===== src/rtl/mem_ram_fifo_ctrl.sv =====
// mem_ram_fifo_ctrl
// Valid/ready FIFO controller in front of a two-port RAM macro with a fixed
// read latency. Words are written to the RAM on push, read ahead of demand
// under a credit limit, and captured into a small staging buffer that feeds
// the consumer. The macro latency is therefore hidden: once primed, one word
// per clock flows in and out with no bubbles.
//
// Ports:
//   clk, rst                 clock (rising edge), async active-high reset
//   push_valid/ready/data    producer side
//   pop_valid/ready/data     consumer side; pop_data is registered storage
//   ram_wr_en/addr/data      RAM write port (ram_wr_data mirrors push_data)
//   ram_rd_en/addr           RAM read request
//   ram_rd_data              RAM read data, RD_LAT clocks after the request
//   count                    words held (RAM + in flight + staging)
module mem_ram_fifo_ctrl #(
  parameter int WIDTH     = 73,
  parameter int DEPTH     = 12,
  parameter int AW        = 4,
  parameter int RD_LAT    = 2,
  parameter int OUT_DEPTH = 3,
  parameter int CW        = 5
) (
  input  logic             clk,
  input  logic             rst,
  input  logic             push_valid,
  output logic             push_ready,
  input  logic [WIDTH-1:0] push_data,
  output logic             pop_valid,
  input  logic             pop_ready,
  output logic [WIDTH-1:0] pop_data,
  output logic             ram_wr_en,
  output logic [AW-1:0]    ram_wr_addr,
  output logic [WIDTH-1:0] ram_wr_data,
  output logic             ram_rd_en,
  output logic [AW-1:0]    ram_rd_addr,
  input  logic [WIDTH-1:0] ram_rd_data,
  output logic [CW-1:0]    count
);

  localparam int RCW = $clog2(DEPTH + 1);
  localparam int OCW = $clog2(OUT_DEPTH + 1);
  localparam int OPW = (OUT_DEPTH > 1) ? $clog2(OUT_DEPTH) : 1;
  localparam int ICW = $clog2(RD_LAT + 1);
  localparam int SW  = OCW + ICW + 1;

  logic [AW-1:0]    wptr;
  logic [AW-1:0]    rptr;
  logic [RCW-1:0]   ram_cnt;
  logic [RD_LAT-1:0] rd_pipe;
  logic [ICW-1:0]   inflight;
  logic [OCW-1:0]   out_cnt;
  logic [OPW-1:0]   head;
  logic [OPW-1:0]   tail;
  logic [WIDTH-1:0] stage_mem [OUT_DEPTH];

  logic             push_fire;
  logic             pop_fire;
  logic             rd_issue;
  logic             capture;
  logic [SW-1:0]    credit_use;

  function automatic logic [AW-1:0] ram_ptr_inc(input logic [AW-1:0] p);
    return (p == AW'(DEPTH - 1)) ? '0 : p + 1'b1;
  endfunction

  function automatic logic [OPW-1:0] stage_ptr_inc(input logic [OPW-1:0] p);
    return (p == OPW'(OUT_DEPTH - 1)) ? '0 : p + 1'b1;
  endfunction

  // Reads in flight are exactly the set bits of the return pipe.
  always_comb begin
    inflight = '0;
    for (int i = 0; i < RD_LAT; i++) begin
      inflight = inflight + ICW'(rd_pipe[i]);
    end
  end

  // push_ready is forced low while reset is asserted.
  assign push_ready  = ~rst & (ram_cnt < RCW'(DEPTH));
  assign push_fire   = push_valid & push_ready;
  assign pop_valid   = (out_cnt != '0);
  assign pop_fire    = pop_valid & pop_ready;
  assign pop_data    = stage_mem[head];

  // A read may issue only if its data is guaranteed a staging slot on return,
  // counting the slot that a same-cycle pop frees.
  assign credit_use  = SW'(out_cnt) + SW'(inflight) - SW'(pop_fire);
  assign rd_issue    = (ram_cnt != '0) & (credit_use < SW'(OUT_DEPTH));
  assign capture     = rd_pipe[RD_LAT-1];

  assign ram_wr_en   = push_fire;
  assign ram_wr_addr = wptr;
  assign ram_wr_data = push_data;
  assign ram_rd_en   = rd_issue;
  assign ram_rd_addr = rptr;

  assign count = CW'(ram_cnt) + CW'(inflight) + CW'(out_cnt);

  // Control state: pointers, occupancy counters and the read-return pipe.
  always_ff @(posedge clk or posedge rst) begin
    if (rst) begin
      wptr    <= '0;
      rptr    <= '0;
      ram_cnt <= '0;
      rd_pipe <= '0;
      out_cnt <= '0;
      head    <= '0;
      tail    <= '0;
    end else begin
      if (push_fire) wptr <= ram_ptr_inc(wptr);
      if (rd_issue)  rptr <= ram_ptr_inc(rptr);
      // A word written this edge becomes visible to rd_issue next cycle only.
      ram_cnt <= ram_cnt + RCW'(push_fire) - RCW'(rd_issue);
      rd_pipe <= (rd_pipe << 1) | RD_LAT'(rd_issue);
      if (capture)  tail <= stage_ptr_inc(tail);
      if (pop_fire) head <= stage_ptr_inc(head);
      out_cnt <= out_cnt + OCW'(capture) - OCW'(pop_fire);
    end
  end

  // Staging stage: RAM return data lands here; storage is not reset.
  always_ff @(posedge clk) begin
    if (capture) stage_mem[tail] <= ram_rd_data;
  end

  staging_no_overflow: assert property (@(posedge clk) disable iff (rst)
    !(capture && !pop_fire && (out_cnt == OCW'(OUT_DEPTH))));

endmodule


===== config.mk =====
export PLATFORM = sky130hd
export DESIGN_NAME = mem_ram_fifo_ctrl
export DESIGN_NICKNAME = d
export VERILOG_FILES = /design/src/rtl/mem_ram_fifo_ctrl.sv
export SDC_FILE = /design/constraint.sdc
export NUM_CORES = 1
export LEC_CHECK = 0
export CORE_ASPECT_RATIO = 0.7
export CORE_MARGIN = 2
export CORE_UTILIZATION = 47
export CTS_CLUSTER_DIAMETER = 100
export DETAILED_ROUTE_END_ITERATION = 8
export GPL_TIMING_DRIVEN = 1
export PLACE_DENSITY = 0.77
export SYNTH_ARGS = -nofsm -noshare
export SYNTH_HDL_FRONTEND = slang
export SYNTH_SLANG_ARGS = --single-unit
export TNS_END_PERCENT = 30

===== constraint.sdc =====
create_clock -name clk -period 4.95 [get_ports clk]
set_input_delay 0.495 -clock clk [delete_from_list [all_inputs] [get_ports clk]]
set_output_delay 0.495 -clock clk [all_outputs]
set_load 0.03 [all_outputs]

# Word-level counts from Yosys, hierarchy flattened
# Memories as Yosys holds them, arrays and structs flattened.
# Cells that the tools add are included.
dict set report op_classes {
  reduce_logical 2
  n_eq_ne 4
  n_mul 0
  n_div 0
  shifts 0
  add_sub_neg 13
  bitwise 6
  n_lt_le_gt_ge 2
  n_mux 6
}
# op n
set ops {}
lappend ops {{adder 4 x 1 -> 4 bit (second input constant)} 2}
lappend ops {{== test 4 bit (second input constant)} 2}
lappend ops {{two-way mux 4 bit} 2}
lappend ops {{adder 4 x 2 -> 5 bit} 1}
lappend ops {{adder 5 x 2 -> 5 bit} 1}
lappend ops {{< comparator 5 x 2 -> 1 bit (second input constant)} 1}
lappend ops {{adder 2 x 1 -> 2 bit (second input constant)} 2}
lappend ops {{adder 4 x 1 -> 4 bit} 1}
lappend ops {{bitwise AND 1 bit} 4}
lappend ops {{== test 2 bit (second input constant)} 2}
lappend ops {{< comparator 4 bit (second input constant)} 1}
lappend ops {{two-way mux 2 bit} 2}
lappend ops {{nonzero test 4 bit} 1}
lappend ops {{subtractor 3 x 1 -> 4 bit} 1}
lappend ops {{subtractor 4 x 1 -> 4 bit} 1}
lappend ops {{adder 2 x 2 -> 3 bit} 1}
lappend ops {{adder 1 x 1 -> 2 bit} 1}
lappend ops {{adder 2 x 1 -> 2 bit} 1}
lappend ops {{two-way mux 1 bit} 2}
lappend ops {{bitwise OR 2 x 1 -> 2 bit} 1}
lappend ops {{nonzero test 2 bit} 1}
lappend ops {{subtractor 2 x 1 -> 2 bit} 1}
lappend ops {{inverter 1 bit} 1}
dict set report word_totals {
  word_cells 41
  regBits 20
  out_inout_bits 163
  latchBits 0
  inputBits 150
  mem_count 1
  rom_bits 0
  ramBits 219
}
# memory depth width read_ports rd_ports_with_merged_regs write_ports line_no
set mem_list {}
lappend mem_list {stage_mem 3 73 1 0 1 55} ;# logic [WIDTH-1:0] stage_mem [OUT_DEPTH];

# Depth between registers and ports, before layout
# Gate-level depths: netlist of run 1.
dict set report logic_depth {
  ltp_word 6
  depth_mapped 16
  depth_no_buf 16
}

# Least setup slack after synthesis of run 1
# OpenSTA, ideal clock, no wires.
dict set report synth_timing {
  path_kind {reg-to-reg}
  startpoint {register tail[1]}
  endpoint {memory stage_mem[0][0], enable pin}
  period_less_slack_ps 4104
  setup_ps 506
  t_arrival_ps 3598
  slack_ps 846
  required_ps 4444
  path_stages_with_launch 3
  path_cell_list {dfrtp_1 -> nand2b_1 -> nor2_1}
}
# element line_no
set synth_lines {}
lappend synth_lines {{start: declaration} 54} ;# logic [OPW-1:0] tail;
lappend synth_lines {{start signal: assignment} 116} ;# if (capture) tail <= stage_ptr_inc(tail);
lappend synth_lines {{end: declaration} 55}
# Straight into the memory's write port.

# Worst setup path in the final report of run 1
dict set report layout_timing {
  startpoint {register out_cnt[1]}
  endpoint {output ram_rd_en}
}
dict set report layout_between {
  elab_chain_cells 5
  elab_cells_between_ends 6
  classes_between {add/sub: 2; order compare: 1; bitwise: 2; reduce/logical: 1}
}
# element line_no
set layout_rtl {}
lappend layout_rtl {{start: declaration} 52} ;# logic [OCW-1:0] out_cnt;
lappend layout_rtl {{start signal: assignment} 118} ;# out_cnt <= out_cnt + OCW'(capture) - OCW'(pop_fire);
lappend layout_rtl {{nonzero test 2 bit} 82} ;# assign pop_valid = (out_cnt != '0);
lappend layout_rtl {{bitwise AND 1 bit} 83} ;# assign pop_fire = pop_valid & pop_ready;
lappend layout_rtl {{named net pop_fire} 58} ;# logic pop_fire;
lappend layout_rtl {{subtractor 3 x 1 -> 4 bit} 88} ;# assign credit_use = SW'(out_cnt) + SW'(inflight) - SW'(pop_fire);
lappend layout_rtl {{< comparator 5 x 2 -> 1 bit} 89} ;# assign rd_issue = (ram_cnt != '0) & (credit_use < SW'(OUT_DEPTH));
lappend layout_rtl {{bitwise AND 1 bit} 89}
lappend layout_rtl {{end: declaration} 35} ;# output logic ram_rd_en,
# The timed path passes the listed nets, and every way through them passes these cells.

==> flow_summary.yaml, run 1 <==
placement:
  place_area_um2: 11310
  place.gp.congestion: 0.7492
  portBuffers: 166
  dp_slack_ns: 0.9784
  dp_hpwl_um: 11940
floorplanning:
  io-pin-count: 313
  core_um2: 20700
  die_y_um: 125.4
  rows: 44
  initial_utilization_pct: 47.84
  dieWidth_um: 177.5
  dieArea_um2: 22260
grt:
  grt_pass1_wl_um: 28370
  grt_max_degree: 81
  antenna_found_initial: 0
  grt_usage_pct: 16.33
  overflow: 0
  first_global_vias: 5288
yosys:
  synth_nets: 822
  synthSimpleGateAreaFrac_pct: 4.258
  synth-xor-area-share_pct: 0.4423
  synthAdderAreaFrac_pct: 3.033
  ys_seq_area_share_pct: 71.47
  synth_compound_area_share_pct: 4.915
  syn_area_per_cell_um2: 15.21
  synth_warnings: 0
  syn_area_um2: 9902
  synth_edf_count: 219
  synth_cell_types: 33
  synth_top_family_by_area: "multiplexers"
  yosys.area.top_type: "edfxtp_1"
  ys.flop_type: "edfxtp_1"
  synthArstFlopShare_pct: 8.368
  yosysTopAreaCellShare_pct: 66.41
  synthCells: 651
  synth_mux_area_share_pct: 8.125
  synth_area_leaders: "edfxtp_1 (66%), mux2i_1 (7.5%), buf_4 (5.5%)"
  ys_ff_latch: 239
sta:
  fin_hold_ws_ns: 0.4456
  clock-skew-final_ns: 0.01614
  grt_setup_unrepaired: "no"
  worst_slew_pin_slew_ns: 1.064
  max_freq_mhz: 235.4
  setup_ws_ns: 0.7018
  relSlewSlack_pct: 29.04
  hold_viol_final: 0
  post-route-period-util_pct: 85.82
  setup_viol: 0
  setup_tns_ns: 0
  final_max_slew_viol_count: 0
  finalCriticalPeriod_ns: 4.248
power_and_ir_drop:
  leakage_nw: 4.325
  internal-power_w: 0.005378
  power_density_nw_per_um2: 710.5
  pwr-share-comb_pct: 43.9
  p_clk_share_pct: 20.7
  p_sw_w: 0.003214
  peakVddDrop_v: 0.0008411
  p_seq_share_pct: 35.4
  switching_share_pct: 37.41
clocking:
  postCtsHoldBufs: 0
  cts_tree: "done"
  post_cts_resized: 0
  root_buffer: "clkbuf_16"
  cts.sinks: 239
  numCtsBuffers: 24
  clock_path_buffers: 3
  clk-insertion-delay-late_ns: 0.50
  postCtsSetupRepairBufs: 0
  clk_pin_slew_worst_paths_ns: 0.06
  cts_max_level: 1
setup_path:
  r2r-end: "ram_cnt[1]"
  reg2reg_slack_ns: 1.21
  cp_max_fo: 4
  slowest_stage: "clkdlybuf4s50_1"
  crit_top_cell: "inv_1"
  slowest_delay_ns: 0.69
  arrival_ns: 3.75
  worstSetupStartpointType: "flip-flop"
  ff2ff_path_depth: 15
  end_kind: "primary output"
  cp-endpoint: "ram_rd_en"
  critPathLaunch: "out_cnt[1]"
  path_cells: "o21ai_0 > inv_1 > ha_1 > inv_1 > ha_1 > fa_1 > a221oi_4 > nand2_2 > inv_1 > clkdlybuf4s50_1"
  path_class: "reg -> out"
  worstReg2RegStart: "out_cnt[1]"
  required_ns: 4.45
layout:
  num-fill-cells: 1621
  syn2layout_area_growth_pct: 22.14
  design_area_um2: 12090
  fin_nets: 923
  drive_above_1_share_pct: 6.762
  final_common_cell: "edfxtp_1"
  utilization_pct: 58.43
  n_antenna_cell: 0
  most-common-layout-cells: "edfxtp_1 (219), clkdlybuf4s50_1 (166), nand2_1 (81), mux2i_1 (74), o21ai_0 (67)"
routing:
  post-route-drc-count: 0
  vias: 5252
  first_pass_iters: 5
  antenna_left: 0
  drt-total-wl_um: 18640
  post_drt_via_cell_ratio: 5.026
  drt_iter0_drc: 372
  wl_per_cell_um: 17.83
outcome:
  status: "completed"
job:
  cap_violations: 0
hold_path:
  min_path_type: "reg -> reg"
==> power by group through the flow <==
| stage | Sequential [W] | Combinational [W] | Clock, W |
|---|---|---|---|
| 2_1_floorplan | 0.00299 | 0.00258 | 0 |
| 3_3_place_gp | 0.00306 | 0.00374 | 0 |
| 3_5_place_dp | 0.00309 | 0.00378 | 0 |
| 4_1_cts | 0.00305 | 0.00382 | 0.00183 |
| 5_1_grt | 0.00310 | 0.00405 | 0.00191 |
| 6_report | 0.00304 | 0.00377 | 0.00178 |
==> flip-flops by register name (all words and copies together) (netlist names) <==
| name | count |
|---|---|
| stage_mem | 219 |
| ram_cnt | 4 |
| ram_rd_addr | 4 |
| ram_wr_addr | 4 |
| head | 2 |
| out_cnt | 2 |
| rd_pipe | 2 |
| tail | 2 |
==> metrics by stage <==
| stage | cells | total power (W) |
|---|---|---|
| 2_1_floorplan | 651 | 0.005569 |
| 3_3_place_gp | 1002 | 0.006803 |
| 3_5_place_dp | 1002 | 0.006865 |
| 4_1_cts | 1045 | 0.008689 |
| 5_1_grt | 1045 | 0.009060 |
| 6_report | 1045 | 0.008593 |
==> synth_stat cells (3+ instances only) <==
cell and n:
o21ai_0 67, buf_4 73, buf_6 6, nor2_1 8, mux2i_1 74, dfrtp_1 20
fa_1 5, o21ai_1 11, clkbuf_1 14, xnor2_1 3, a21o_1 4, buf_2 5
edfxtp_1 219, ha_1 16, inv_1 20, nand2_1 81, a21oi_1 3
==> cell families after synthesis <==
kind of cell    after synthesis
mux                          79
xor+xnor                      5
buf+inv                     118
flops                       239
simple gates                100
fa+ha+maj                    21
compound gates               89
==> worst min path at each step <==
stage / from / end / slack [ns] / depth (start not counted)
final: rd_pipe[0] / rd_pipe[1] / 0.45 / 0
after global routing: rd_pipe[0] / rd_pipe[1] / 0.45 / 0
after CTS: rd_pipe[0] / rd_pipe[1] / 0.43 / 0
after detailed placement: rd_pipe[0] / rd_pipe[1] / 0.43 / 0
after global placement: rd_pipe[0] / rd_pipe[1] / 0.40 / 0
after floorplan: rd_pipe[0] / rd_pipe[1] / 0.36 / 0
==> critical path, delay by kind of cell, from the launching register on <==
family / cells / cell delay [ns]
AO/OA/AOI/OAI: 2 / 0.72
adder cells (fa/ha/maj): 3 / 0.99
buffers and inverters: 4 / 0.96
flip-flops: 1 / 0.44
AND/OR/NAND/NOR: 1 / 0.14
==> layout make-up <==
cell class	count	area (um2)	share of cell area, %
flip-flops and latches	239	7084	58.58
clock inverters	8	112.6	0.9311
repair buffers	173	1727	14.28
clock buffers	35	673.1	5.566
well taps	276	345.3	2.855
inverters	20	75.07	0.6207
multi-input cells	294	2077	17.17
==> per-layer routing <==
layer	vias up	share of wire (%)	GRT usage, %
met4	0	1.5	3.182
met3	24	8.5	4.897
met5	-	0	0
li1	2489	-	-
met2	209	45	25.72
met1	2530	45	22.75
Note: power is estimated with default switching activity, not from simulation.
==> run 2, diff against run 1 <==
Settings changed: CORE_UTILIZATION 47 to 48, CTS_BUF_LIST from default to sky130_fd_sc_hd__clkbuf_4, PLACE_DENSITY 0.77 to 0.78.
==> run 2 against run 1 <==
Against the previous run: clock power is 14% lower; sequential power is 2% higher; hold slack worse by 0.034 ns; utilization is 1.6 points higher; largest power group unchanged.
==> flow_summary.yaml, run 2 (same netlist as run 1, synthesis figures left out) <==
floorplanning:
  core_um2: 20010
  io-pin-count: 313
  rows: 43
  dieArea_um2: 21810
  die_y_um: 124.2
  dieWidth_um: 175.7
  initial_utilization_pct: 49.47
clocking:
  root_buffer: "clkbuf_4"
  cts_max_level: 2
  cts.sinks: 239
  postCtsHoldBufs: 0
  postCtsSetupRepairBufs: 0
  clk-insertion-delay-late_ns: 0.64
  clk_pin_slew_worst_paths_ns: 0.07
  numCtsBuffers: 56
  clock_path_buffers: 3
  post_cts_resized: 0
  cts_tree: "done"
grt:
  first_global_vias: 5636
  grt_max_degree: 116
  overflow: 0
  grt_pass1_wl_um: 31920
  grt_usage_pct: 19.51
  antenna_found_initial: 0
layout:
  largest_register: "stage_mem"
  syn2layout_area_growth_pct: 21.24
  final_common_cell: "edfxtp_1"
  drive_above_1_share_pct: 12.11
  largest_reg_flops: 219
  design_area_um2: 12010
  most-common-layout-cells: "edfxtp_1 (219), clkdlybuf4s50_1 (166), nand2_1 (81), clkbuf_4 (80), mux2i_1 (74)"
  n_antenna_cell: 0
  fin_nets: 952
setup_path:
  path_cells: "o21ai_0 > inv_1 > ha_1 > inv_1 > ha_1 > fa_1 > a221oi_4 > nand2_2 > inv_1 > clkdlybuf4s50_1"
  cp_max_fo: 4
  end_kind: "primary output"
  required_ns: 4.45
  worst-path-buf-inv: 4
  path_class: "reg -> out"
  ff2ff_path_depth: 15
  arrival_ns: 3.94
  slowest_delay_ns: 0.69
  reg2reg_slack_ns: 1.18
  slowest_stage: "clkdlybuf4s50_1"
  worstReg2RegStart: "out_cnt[1]"
  r2r-end: "ram_cnt[1]"
  worstSetupStartpointType: "flip-flop"
  critPathTopFamily: "adder cells"
  crit_top_cell: "inv_1"
sta:
  setup_viol: 0
  final_max_slew_viol_count: 0
  hold_viol_final: 0
  max_freq_mhz: 225.7
  worst_slew_pin_slew_ns: 1.278
  post-route-period-util_pct: 89.51
  grt_setup_unrepaired: "no"
  setup_tns_ns: 0
  relSlewSlack_pct: 14.57
  finalCriticalPeriod_ns: 4.431
  clock-skew-final_ns: 0.02215
routing:
  antenna_left: 0
  post_drt_via_cell_ratio: 5.085
  first_pass_iters: 5
  wl_per_cell_um: 19.90
  met1_length_um: 8052
  wl_met2_um: 11130
  post-route-drc-count: 0
  wl_met3_um: 2133
  maxUsedRoutingLayer: "met5"
  drt_iter0_drc: 402
  vias: 5573
  drt-total-wl_um: 21820
power_and_ir_drop:
  leakage_nw: 4.351
  peakVddDrop_v: 0.0006805
  power_density_nw_per_um2: 696.9
placement:
  place_area_um2: 11290
  portBuffers: 166
  dp_hpwl_um: 14700
  place.gp.congestion: 0.7563
hold_path:
  min_path_type: "in -> async"
job:
  cap_violations: 0
outcome:
  status: "completed"
[run 2: cell count changes in the layout (fill, tap and decap cells not counted), sizes merged]
cell    change
bufinv      -2
buf         -3
clkbuf     +45
clkinv     +16
inv         +1
[run 2: worst max path at each step]
stage / startpoint / endpoint / slack, ns / depth (start not counted)
4_1_cts: out_cnt[1] / ram_rd_en / 0.44 / 10
5_1_grt: out_cnt[1] / ram_rd_en / 0.28 / 10
3_5_place_dp: pop_ready / ram_rd_en / 0.93 / 11
2_1_floorplan: tail[1] / stage_mem[0][0] / 0.85 / 2
3_3_place_gp: pop_ready / ram_rd_en / 1.02 / 11
6_report: out_cnt[1] / ram_rd_en / 0.52 / 10
[run 2: layer usage]
metal,global-route usage (%),up-vias
met4,6.560,2
met5,1.389,-
li1,-,2601
met3,7.967,40
met2,33.93,263
met1,22.01,2667
[run 2: report_power, final]
group	switching, W	internal, W	leakage, nW
registers	0.000363	0.00272	2.24
clock network	0.000731	0.000798	0.422
logic	0.00220	0.00156	1.69
[run 2: area by class of cell]
type,instances,area [um2]
Clock inverter,23,113.9
Tap cell,270,337.8
Inverter,20,75.07
Fill cell,1539,8009
Timing Repair Buffer,170,1717
Clock buffer,80,600.6
Multi-Input combinational cell,294,2077
Sequential cell,239,7084
[run 2: per-stage QoR]
step           total power, W  worst slack, ns  hold WS [ns]  std cells  utilization (%)
5_1_grt              0.008837           0.2779        0.3884       1096            59.98
6_report             0.008367           0.5190        0.4117       1096            59.98
2_1_floorplan        0.005569           0.8460        0.3597        651                -
3_3_place_gp         0.006768            1.024        0.3892        993            56.41
3_5_place_dp         0.006908           0.9343        0.3954        993            56.41
4_1_cts              0.008476           0.4423        0.3581       1096            59.98
==> run 3, diff against run 2 <==
Settings changed: CTS_CLUSTER_DIAMETER 100 to 60.
==> results of run 3 <==
No change in the layout: final DEF, timing and power equal those of run 2.
